==> config.mk <==
export PLATFORM = sky130hd
export DESIGN_NAME = mult_div_unit
export DESIGN_NICKNAME = d
export VERILOG_FILES = /design/src/rtl/mult_div_unit.sv
export SDC_FILE = /design/constraint.sdc
export NUM_CORES = 1
export LEC_CHECK = 0
export CORE_MARGIN = 2
export CORE_UTILIZATION = 40
export DETAILED_ROUTE_END_ITERATION = 7
export GPL_ROUTABILITY_DRIVEN = 1
export PLACE_DENSITY_LB_ADDON = 0.05
export SLEW_MARGIN = 20
export SYNTH_ARGS = -nofsm -noshare
export SYNTH_HDL_FRONTEND = slang
export SYNTH_SLANG_ARGS = --single-unit
==> constraint.sdc <==
create_clock -name clk -period 6.2 [get_ports clk]
set_input_delay 1.86 -clock clk [delete_from_list [all_inputs] [get_ports clk]]
set_output_delay 1.86 -clock clk [all_outputs]
set_load 0.02 [all_outputs]
==> src/rtl/mult_div_unit.sv <==
// Iterative signed 32x32 multiply (radix-2 Booth) and 32/32 divide (restoring),
// one iteration per clock, 32 iterations per operation.
//
// state    | meaning
// ---------+---------------------------------------------------------------
// S_IDLE   | no operation; samples start requests and captures operands
// S_MULT   | Booth multiply iterating, counter 0..31
// S_DIV    | restoring divide on magnitudes iterating, counter 0..31
// S_FINISH | result presented; done (and div_zero) pulse for this cycle
module mult_div_unit (
    input  logic        clk,
    input  logic        reset,
    input  logic        mult_start,
    input  logic        div_start,
    input  logic [31:0] a,
    input  logic [31:0] b,
    output logic [31:0] hi,
    output logic [31:0] lo,
    output logic        busy,
    output logic        done,
    output logic        div_zero
);

    typedef enum logic [1:0] {
        S_IDLE   = 2'd0,
        S_MULT   = 2'd1,
        S_DIV    = 2'd2,
        S_FINISH = 2'd3
    } state_t;

    state_t      r_state;
    logic [4:0]  r_cnt;
    logic [32:0] r_m;
    logic [32:0] r_acc_hi;
    logic [31:0] r_acc_lo;
    logic        r_q_m1;
    logic        r_neg_q;
    logic        r_neg_r;
    logic [31:0] r_hi;
    logic [31:0] r_lo;
    logic        r_busy;
    logic        r_done;
    logic        r_div_zero;

    logic [31:0] w_a_mag;
    logic [31:0] w_b_mag;
    logic [32:0] w_booth_sum;
    logic [32:0] w_mul_hi_nxt;
    logic [31:0] w_mul_lo_nxt;
    logic [32:0] w_rem_shift;
    logic        w_ge;
    logic [31:0] w_rem_sub;
    logic [31:0] w_div_rem_nxt;
    logic [31:0] w_div_quo_nxt;
    logic [31:0] w_quo_final;
    logic [31:0] w_rem_final;

    // Magnitudes as unsigned: 0x80000000 stays 0x80000000, which is exactly 2^31.
    assign w_a_mag = a[31] ? (32'd0 - a) : a;
    assign w_b_mag = b[31] ? (32'd0 - b) : b;

    // Upper accumulator is 33 bits so that subtracting -2^31 cannot overflow.
    always_comb begin
        w_booth_sum = r_acc_hi;
        case ({r_acc_lo[0], r_q_m1})
            2'b01:   w_booth_sum = r_acc_hi + r_m;
            2'b10:   w_booth_sum = r_acc_hi - r_m;
            default: w_booth_sum = r_acc_hi;
        endcase
    end

    assign w_mul_hi_nxt = {w_booth_sum[32], w_booth_sum[32:1]};
    assign w_mul_lo_nxt = {w_booth_sum[0], r_acc_lo[31:1]};

    // Divide reuses the accumulator: r_acc_hi[31:0] is the remainder, r_acc_lo the
    // dividend shifting out / quotient shifting in, r_m[31:0] the divisor magnitude.
    assign w_rem_shift   = {r_acc_hi[31:0], r_acc_lo[31]};
    assign w_ge          = (w_rem_shift >= {1'b0, r_m[31:0]});
    assign w_rem_sub     = w_rem_shift[31:0] - r_m[31:0];
    assign w_div_rem_nxt = w_ge ? w_rem_sub : w_rem_shift[31:0];
    assign w_div_quo_nxt = {r_acc_lo[30:0], w_ge};
    assign w_quo_final   = r_neg_q ? (32'd0 - w_div_quo_nxt) : w_div_quo_nxt;
    assign w_rem_final   = r_neg_r ? (32'd0 - w_div_rem_nxt) : w_div_rem_nxt;

    always_ff @(posedge clk) begin
        if (reset) begin
            r_state    <= S_IDLE;
            r_cnt      <= 5'd0;
            r_m        <= 33'd0;
            r_acc_hi   <= 33'd0;
            r_acc_lo   <= 32'd0;
            r_q_m1     <= 1'b0;
            r_neg_q    <= 1'b0;
            r_neg_r    <= 1'b0;
            r_hi       <= 32'd0;
            r_lo       <= 32'd0;
            r_busy     <= 1'b0;
            r_done     <= 1'b0;
            r_div_zero <= 1'b0;
        end else begin
            case (r_state)
                S_IDLE: begin
                    r_done     <= 1'b0;
                    r_div_zero <= 1'b0;
                    if (mult_start) begin
                        r_m      <= {a[31], a};
                        r_acc_hi <= 33'd0;
                        r_acc_lo <= b;
                        r_q_m1   <= 1'b0;
                        r_cnt    <= 5'd0;
                        r_busy   <= 1'b1;
                        r_state  <= S_MULT;
                    end else if (div_start) begin
                        if (b == 32'd0) begin
                            r_done     <= 1'b1;
                            r_div_zero <= 1'b1;
                            r_state    <= S_FINISH;
                        end else begin
                            r_m      <= {1'b0, w_b_mag};
                            r_acc_hi <= 33'd0;
                            r_acc_lo <= w_a_mag;
                            r_neg_q  <= a[31] ^ b[31];
                            r_neg_r  <= a[31];
                            r_cnt    <= 5'd0;
                            r_busy   <= 1'b1;
                            r_state  <= S_DIV;
                        end
                    end
                end
                S_MULT: begin
                    r_acc_hi <= w_mul_hi_nxt;
                    r_acc_lo <= w_mul_lo_nxt;
                    r_q_m1   <= r_acc_lo[0];
                    r_cnt    <= r_cnt + 5'd1;
                    if (r_cnt == 5'd31) begin
                        r_hi    <= w_mul_hi_nxt[31:0];
                        r_lo    <= w_mul_lo_nxt;
                        r_busy  <= 1'b0;
                        r_done  <= 1'b1;
                        r_state <= S_FINISH;
                    end
                end
                S_DIV: begin
                    r_acc_hi <= {1'b0, w_div_rem_nxt};
                    r_acc_lo <= w_div_quo_nxt;
                    r_cnt    <= r_cnt + 5'd1;
                    if (r_cnt == 5'd31) begin
                        r_hi    <= w_rem_final;
                        r_lo    <= w_quo_final;
                        r_busy  <= 1'b0;
                        r_done  <= 1'b1;
                        r_state <= S_FINISH;
                    end
                end
                S_FINISH: begin
                    r_done     <= 1'b0;
                    r_div_zero <= 1'b0;
                    r_state    <= S_IDLE;
                end
                default: begin
                    r_busy  <= 1'b0;
                    r_done  <= 1'b0;
                    r_state <= S_IDLE;
                end
            endcase
        end
    end

    assign hi       = r_hi;
    assign lo       = r_lo;
    assign busy     = r_busy;
    assign done     = r_done;
    assign div_zero = r_div_zero;

endmodule

# Yosys cells after proc, flatten, opt, wreduce, memory -nomap -nowiden
# Cells that the tools add are included.
# totals
register_bits,175
inputBits,68
word_cells,100
out_inout_bits,67
# classes
addsub,8
eq_ne,13
n_bitwise,3
n_lt_le_gt_ge,1
muxes,45
reduce_logical,17
# op_table
operator,n
$mux W32,12
$mux W33,6
$pmux W32 S2,2
$sub A1 B32 Y32 const A,4
$pmux W33 S3,1
$pmux W32 S3,1
$pmux W33 S2,1
$add A33 B33 Y33,1
$ge A33 B32 Y1,1
$sub A33 B33 Y33,1
$logic_not A32 Y1,1
$sub A32 B32 Y32,1
$mux W5,3
$reduce_and A3 Y1,4
$mux W1,10
$pmux W5 S2,1
$reduce_bool A2 Y1,5
$ne A2 B2 Y1 const B,4
$reduce_and A4 Y1,2
$eq A2 B2 Y1 const B,3
$mux W2,3
$ne A3 B3 Y1 const B,2
$pmux W1 S2,3
$pmux W2 S3,1
11 further kinds,14

# Logic depth before layout (Yosys ltp)
# depth
ltp_word,6
depth_mapped,24

# Worst setup path before layout
# OpenSTA, ideal clock, no wires.
# synth_timing
path_kind,reg-to-reg
startpoint,register r_m[22]
endpoint,"register r_hi[26], in the netlist hi[26]"
n_path_buf,5
setup_ns,0.074
t_required_ns,6.126
synth_period_minus_slack_ns,5.208
path_stages_with_launch,24
slack_ns,0.992
t_arrival_ns,5.134
cell_sequence,dfxtp_1 -> inv_1 -> ha_1 -> buf_2 -> nand4_1 -> nor4b_1 -> a31oi_1 -> nor2_1 -> or3_1 -> buf_2 -> buf_2 -> buf_2 -> buf_2 -> o21ai_0 -> inv_1 -> ha_1 -> nand2_1 -> or4b_1 -> nand3b_1 -> o32a_1 -> nor4_2 -> nand2_1 -> a211o_1 -> a31oi_1
# synth_via
elab_chain_len,6
word_cells_on_any_way,11
cone_classes,add/sub (4); order compare (1); mux (6)
# synth_lines
element,line,rtl
"start, declared",33,logic [32:0] r_m;
"start signal, assigned",106,"r_m <= {a[31], a};"
"start signal, assigned",119,"r_m <= {1'b0, w_b_mag};"
$sub A32 B32 Y32 / $ge A33 B32 Y1 (equally long branches),"79, 78",
$mux W32,80,assign w_div_rem_nxt = w_ge ? w_rem_sub : w_rem_shift[31:0];
$sub A1 B32 Y32,83,assign w_rem_final = r_neg_r ? (32'd0 - w_div_rem_nxt) : w_div_rem_nxt;
$mux W32,83,
$mux W32,147,if (r_cnt == 5'd31) begin
$pmux W32 S2 (*),101,case (r_state)
"end signal, assigned",136,r_hi <= w_mul_hi_nxt[31:0];
"end signal, assigned",148,r_hi <= w_rem_final;
"end, declared",39,logic [31:0] r_hi;
# Every way passes the cells marked *; elsewhere a longest branch is shown, timed or not. The select of a mux whose other input is x is not followed.
# A chain may end at the register's enable or synchronous reset.

# Final worst setup path
# layout_timing
startpoint,input port b[14]
endpoint,register r_acc_hi[15]
# layout_via
elab_chain_len,3
# layout_lines
element,line,rtl
"start, declared",16,"input logic [31:0] b,"
$logic_not A32 Y1,114,if (b == 32'd0) begin
$ne A3 B3 Y1 (no source line),--,
$reduce_and A3 Y1 (no source line),--,
"end signal, assigned",131,r_acc_hi <= w_mul_hi_nxt;
"end signal, assigned",144,"r_acc_hi <= {1'b0, w_div_rem_nxt};"
"end, declared",34,logic [32:0] r_acc_hi;
# No other way between the ends.

==> flow_summary.toml <==
[sta]
finalCritPeriodShare = 0.892
finalHoldViolations = 0
rsz0062_at_grt = "false"
relSlewSlack = 0.248
finalSetupViolations = 0
fin_crit_ps = 5530
fin_skew_ps = 14.7
finalSetupTns_ps = 0
max_freq_ghz = 0.181
fin_ws_ps = 669
slew_violations = 0
worst_slew_pin_slew_ps = 1130

[yosys]
synth_edf_count = 0
synth-compound-area-share = 0.299
synth_area_per_cell_um2 = 7.04
ys.flop_type = "dfxtp_1"
synth_top_family_by_area = "compound AO/OA/AOI/OAI gates"
synth_top_area_frac = 0.215
synthXorXnorAreaFrac = 0.0967
synthTopCellsByArea = "dfxtp_1, a21oi_1, nor2_1, nand2_1, ha_1"
async_reset_ff_frac = 0
yosysTopAreaCell = "dfxtp_1"
syn_inst = 2317
syn_area_mm2 = 0.0163
synth_seq_area_share = 0.215
synth-simple-area-share = 0.245
yosys-mux-area-fraction = 0.0249
ys_warn_count = 0
ys_seq_elements = 175
synth_fa_ha_area_frac = 0.0608
syn-num-nets = 2463
synth_cell_types = 85

[worst_setup_path]
r2r-end = "hi[31]"
reg2regPathDepth = 18
critPathCaptureType = "flip-flop"
path_max_fanout = 52
cp-start-kind = "primary input"
cp.required_ps = 6530
crit_arrival_ps = 5860
worstReg2RegStart = "r_m[2]"
critPathKind = "in2reg"
rrSetupSlack_ps = 670

[route]
num_vias = 17600
drt-total-wl_mm = 64.2
detail_route.wl_per_cell_um = 22.1
first_pass_iters = 8
drc_errors = 0
via_per_inst = 6.06
drt_iter0_markers = 1676
drtAntennaViolNets = 0

[clock_tree]
hold_buffers = 0
cts_root_buffer = "clkbuf_16"
clkSinkCount = 175
cts.repair.resized = 0
cts_buffer_depth = 2
clk_latency_ps = 470
cts_tree = "done"
htreeDepth = 4
cts_buffers = 17
clk_pin_slew_ps = 80
post-cts-setup-buffers = 0

[worst_hold_path]
worstHoldStart = "hi[15]"
hp-class = "reg2reg"
whs_endpoint = "hi[15]"
hold_depth = 2

[finish]
num-nets-final = 2508
area_growth_pct = 14.7
seqCellArea_mm2 = 0.00350
antenna_cells = 0
drive_gt1_frac = 0.0611
final_core_util = 0.468
multi_input_area_mm2 = 0.0119
final_cell_area_mm2 = 0.0187
fillers = 4204

[global_route]
grt_pass1_wl_mm = 97.8
gr-total-overflow = 0
grt_use_total = 0.302
grt_pass1_vias = 16600
antenna_found_initial = 0
grt_max_degree = 105

[floorplan]
dieWidth_um = 206
die_area_mm2 = 0.0424
die_height_um = 206
rows = 73
ioPinCount = 135
initial_core_util = 0.408
design.core.area_mm2 = 0.0400

[pwr]
vdd_ir_drop_max_uv = 273
p_clk_frac = 0.154
p_sw_frac = 0.526
p_seq_frac = 0.220
p_leak_nw = 7.06
switching_power_w = 0.00381
p_per_area_mw_per_mm2 = 387
intPower_w = 0.00343
comb_power_share = 0.625

[placement]
place_ws_ps = 225
dpl.hpwl_mm = 49.7
port_buffers = 134
place.gp.congestion = 1.01
placed_area_mm2 = 0.0181

[job]
drv_cap = 0

[outcome]
outcome = "complete, no violations"
==> kinds of logic (layout without fill, tap and decap cells) <==
logic type | count (synthesis) | after routing
AOI/OAI and AO/OA | 757 | 757
adders and majority gates | 78 | 78
xor gates and xnor gates | 180 | 180
and+or+nand+nor | 848 | 848
muxes | 40 | 40
DFF | 175 | 175
buffers and inverters | 239 | 297
==> final cells by class <==
cell class	instances	area share
clock inverters	15	0.00883
well taps	525	0.0351
inverters	74	0.0149
clock buffers	17	0.0227
repair buffers	191	0.0956
flip-flops and latches	175	0.187
multi-input cells	1903	0.636
==> critical path, cell delays in order <==
cell and delay (ps):
clkdlybuf4s50_1 500, or4_1 600, or3_1 360, or4_4 580, nor4_4 330, nor2b_2 100
o21ai_4 230, o21ai_2 100, and3_2 600, a222oi_1 490, nor2_1 70
==> cell usage after synthesis (7+ instances only) <==
cell type	n
a311oi_1	8
a22oi_1	18
nor4b_1	8
clkbuf_1	125
a21o_1	24
nor3_1	59
and3_1	17
nand2b_1	15
and2_1	20
buf_1	8
o211ai_1	30
a211oi_1	57
xnor2_1	82
a21oi_1	231
nand2_1	266
nand3_1	49
inv_1	72
a31oi_1	31
ha_1	76
xor2_1	98
mux2i_1	35
or2_2	15
nand3b_1	7
buf_2	28
nor2_1	270
a211o_1	10
o21a_1	17
nand4_1	19
dfxtp_1	175
a222oi_1	15
or3_1	23
o21ai_0	166
o31ai_1	37
nor2b_1	10
o41ai_1	14
or4_1	20
and4_1	9
a221oi_1	30
nor3b_1	7
nor4_1	15
==> metal layers <==
layer  vias up  routed length (um)  track usage
li1       8534                   -            -
met4         0                3510        0.162
met2       607               31100        0.524
met3       131                2930       0.0369
met5         -                   0            0
met1      8291               26600        0.365
==> power groups by stage <==
| stage | Clock, W | Combinational (W) | Sequential, W |
|---|---|---|---|
| floorplan | 0 | 0.00327 | 0.00142 |
| global placement | 0 | 0.00442 | 0.00161 |
| detailed placement | 0 | 0.00445 | 0.00161 |
| CTS | 0.00114 | 0.00447 | 0.00158 |
| global route | 0.00119 | 0.00493 | 0.00162 |
| finish | 0.00112 | 0.00453 | 0.00159 |
==> registers in the layout, indices dropped and copies added (netlist names) <==
| signal | flops |
|---|---|
| r_acc_hi | 33 |
| r_state | 2 |
| busy | 1 |
| r_neg_r | 1 |
| done | 1 |
| div_zero | 1 |
| r_cnt | 5 |
| r_acc_lo | 32 |
| r_neg_q | 1 |
| hi | 32 |
| lo | 32 |
| r_q_m1 | 1 |
| r_m | 33 |
==> worst max-delay path by stage <==
stage               startpoint            to  slack [ps]  cells past startpoint
global route            r_m[2]        hi[31]         220                     18
global placement         b[14]  r_acc_hi[32]         250                     12
floorplan              r_m[22]        hi[26]         990                     23
CTS                      b[14]  r_acc_hi[32]         720                     12
finish                   b[14]  r_acc_hi[15]         670                     11
detailed placement       b[14]  r_acc_hi[32]         220                     12
==> layout by cell type, fill, tap and decap left out, types with 15 or more instances in the layout <==
master	Yosys	routed
and2_1	20	20
o211ai_1	30	30
a222oi_1	15	15
nor4_1	15	15
clkdlybuf4s50_1	0	131
a31oi_1	31	31
nand2_1	266	266
nor3_1	59	58
mux2i_1	35	35
o31ai_1	37	37
a221oi_1	30	30
nand3_1	49	49
a22oi_1	18	18
nand2b_1	15	15
inv_1	72	72
ha_1	76	74
nor2_1	270	270
o21ai_0	166	166
xnor2_1	82	82
o21a_1	17	16
and3_1	17	16
clkbuf_16	0	17
nand4_1	19	19
a211oi_1	57	57
dfxtp_1	175	175
or3_1	23	22
a21oi_1	231	231
or4_1	20	20
xor2_1	98	98
a21o_1	24	24
buf_4	0	56
or2_2	15	15
==> through the flow <==
step | total power, W | std cells | hold slack (ps)
floorplan | 0.00469 | 2317 | 436
global placement | 0.00603 | 2868 | 441
detailed placement | 0.00606 | 2868 | 447
CTS | 0.00719 | 2900 | 459
global route | 0.00774 | 2900 | 479
finish | 0.00724 | 2900 | 458
(Power assumes the default switching activity.)
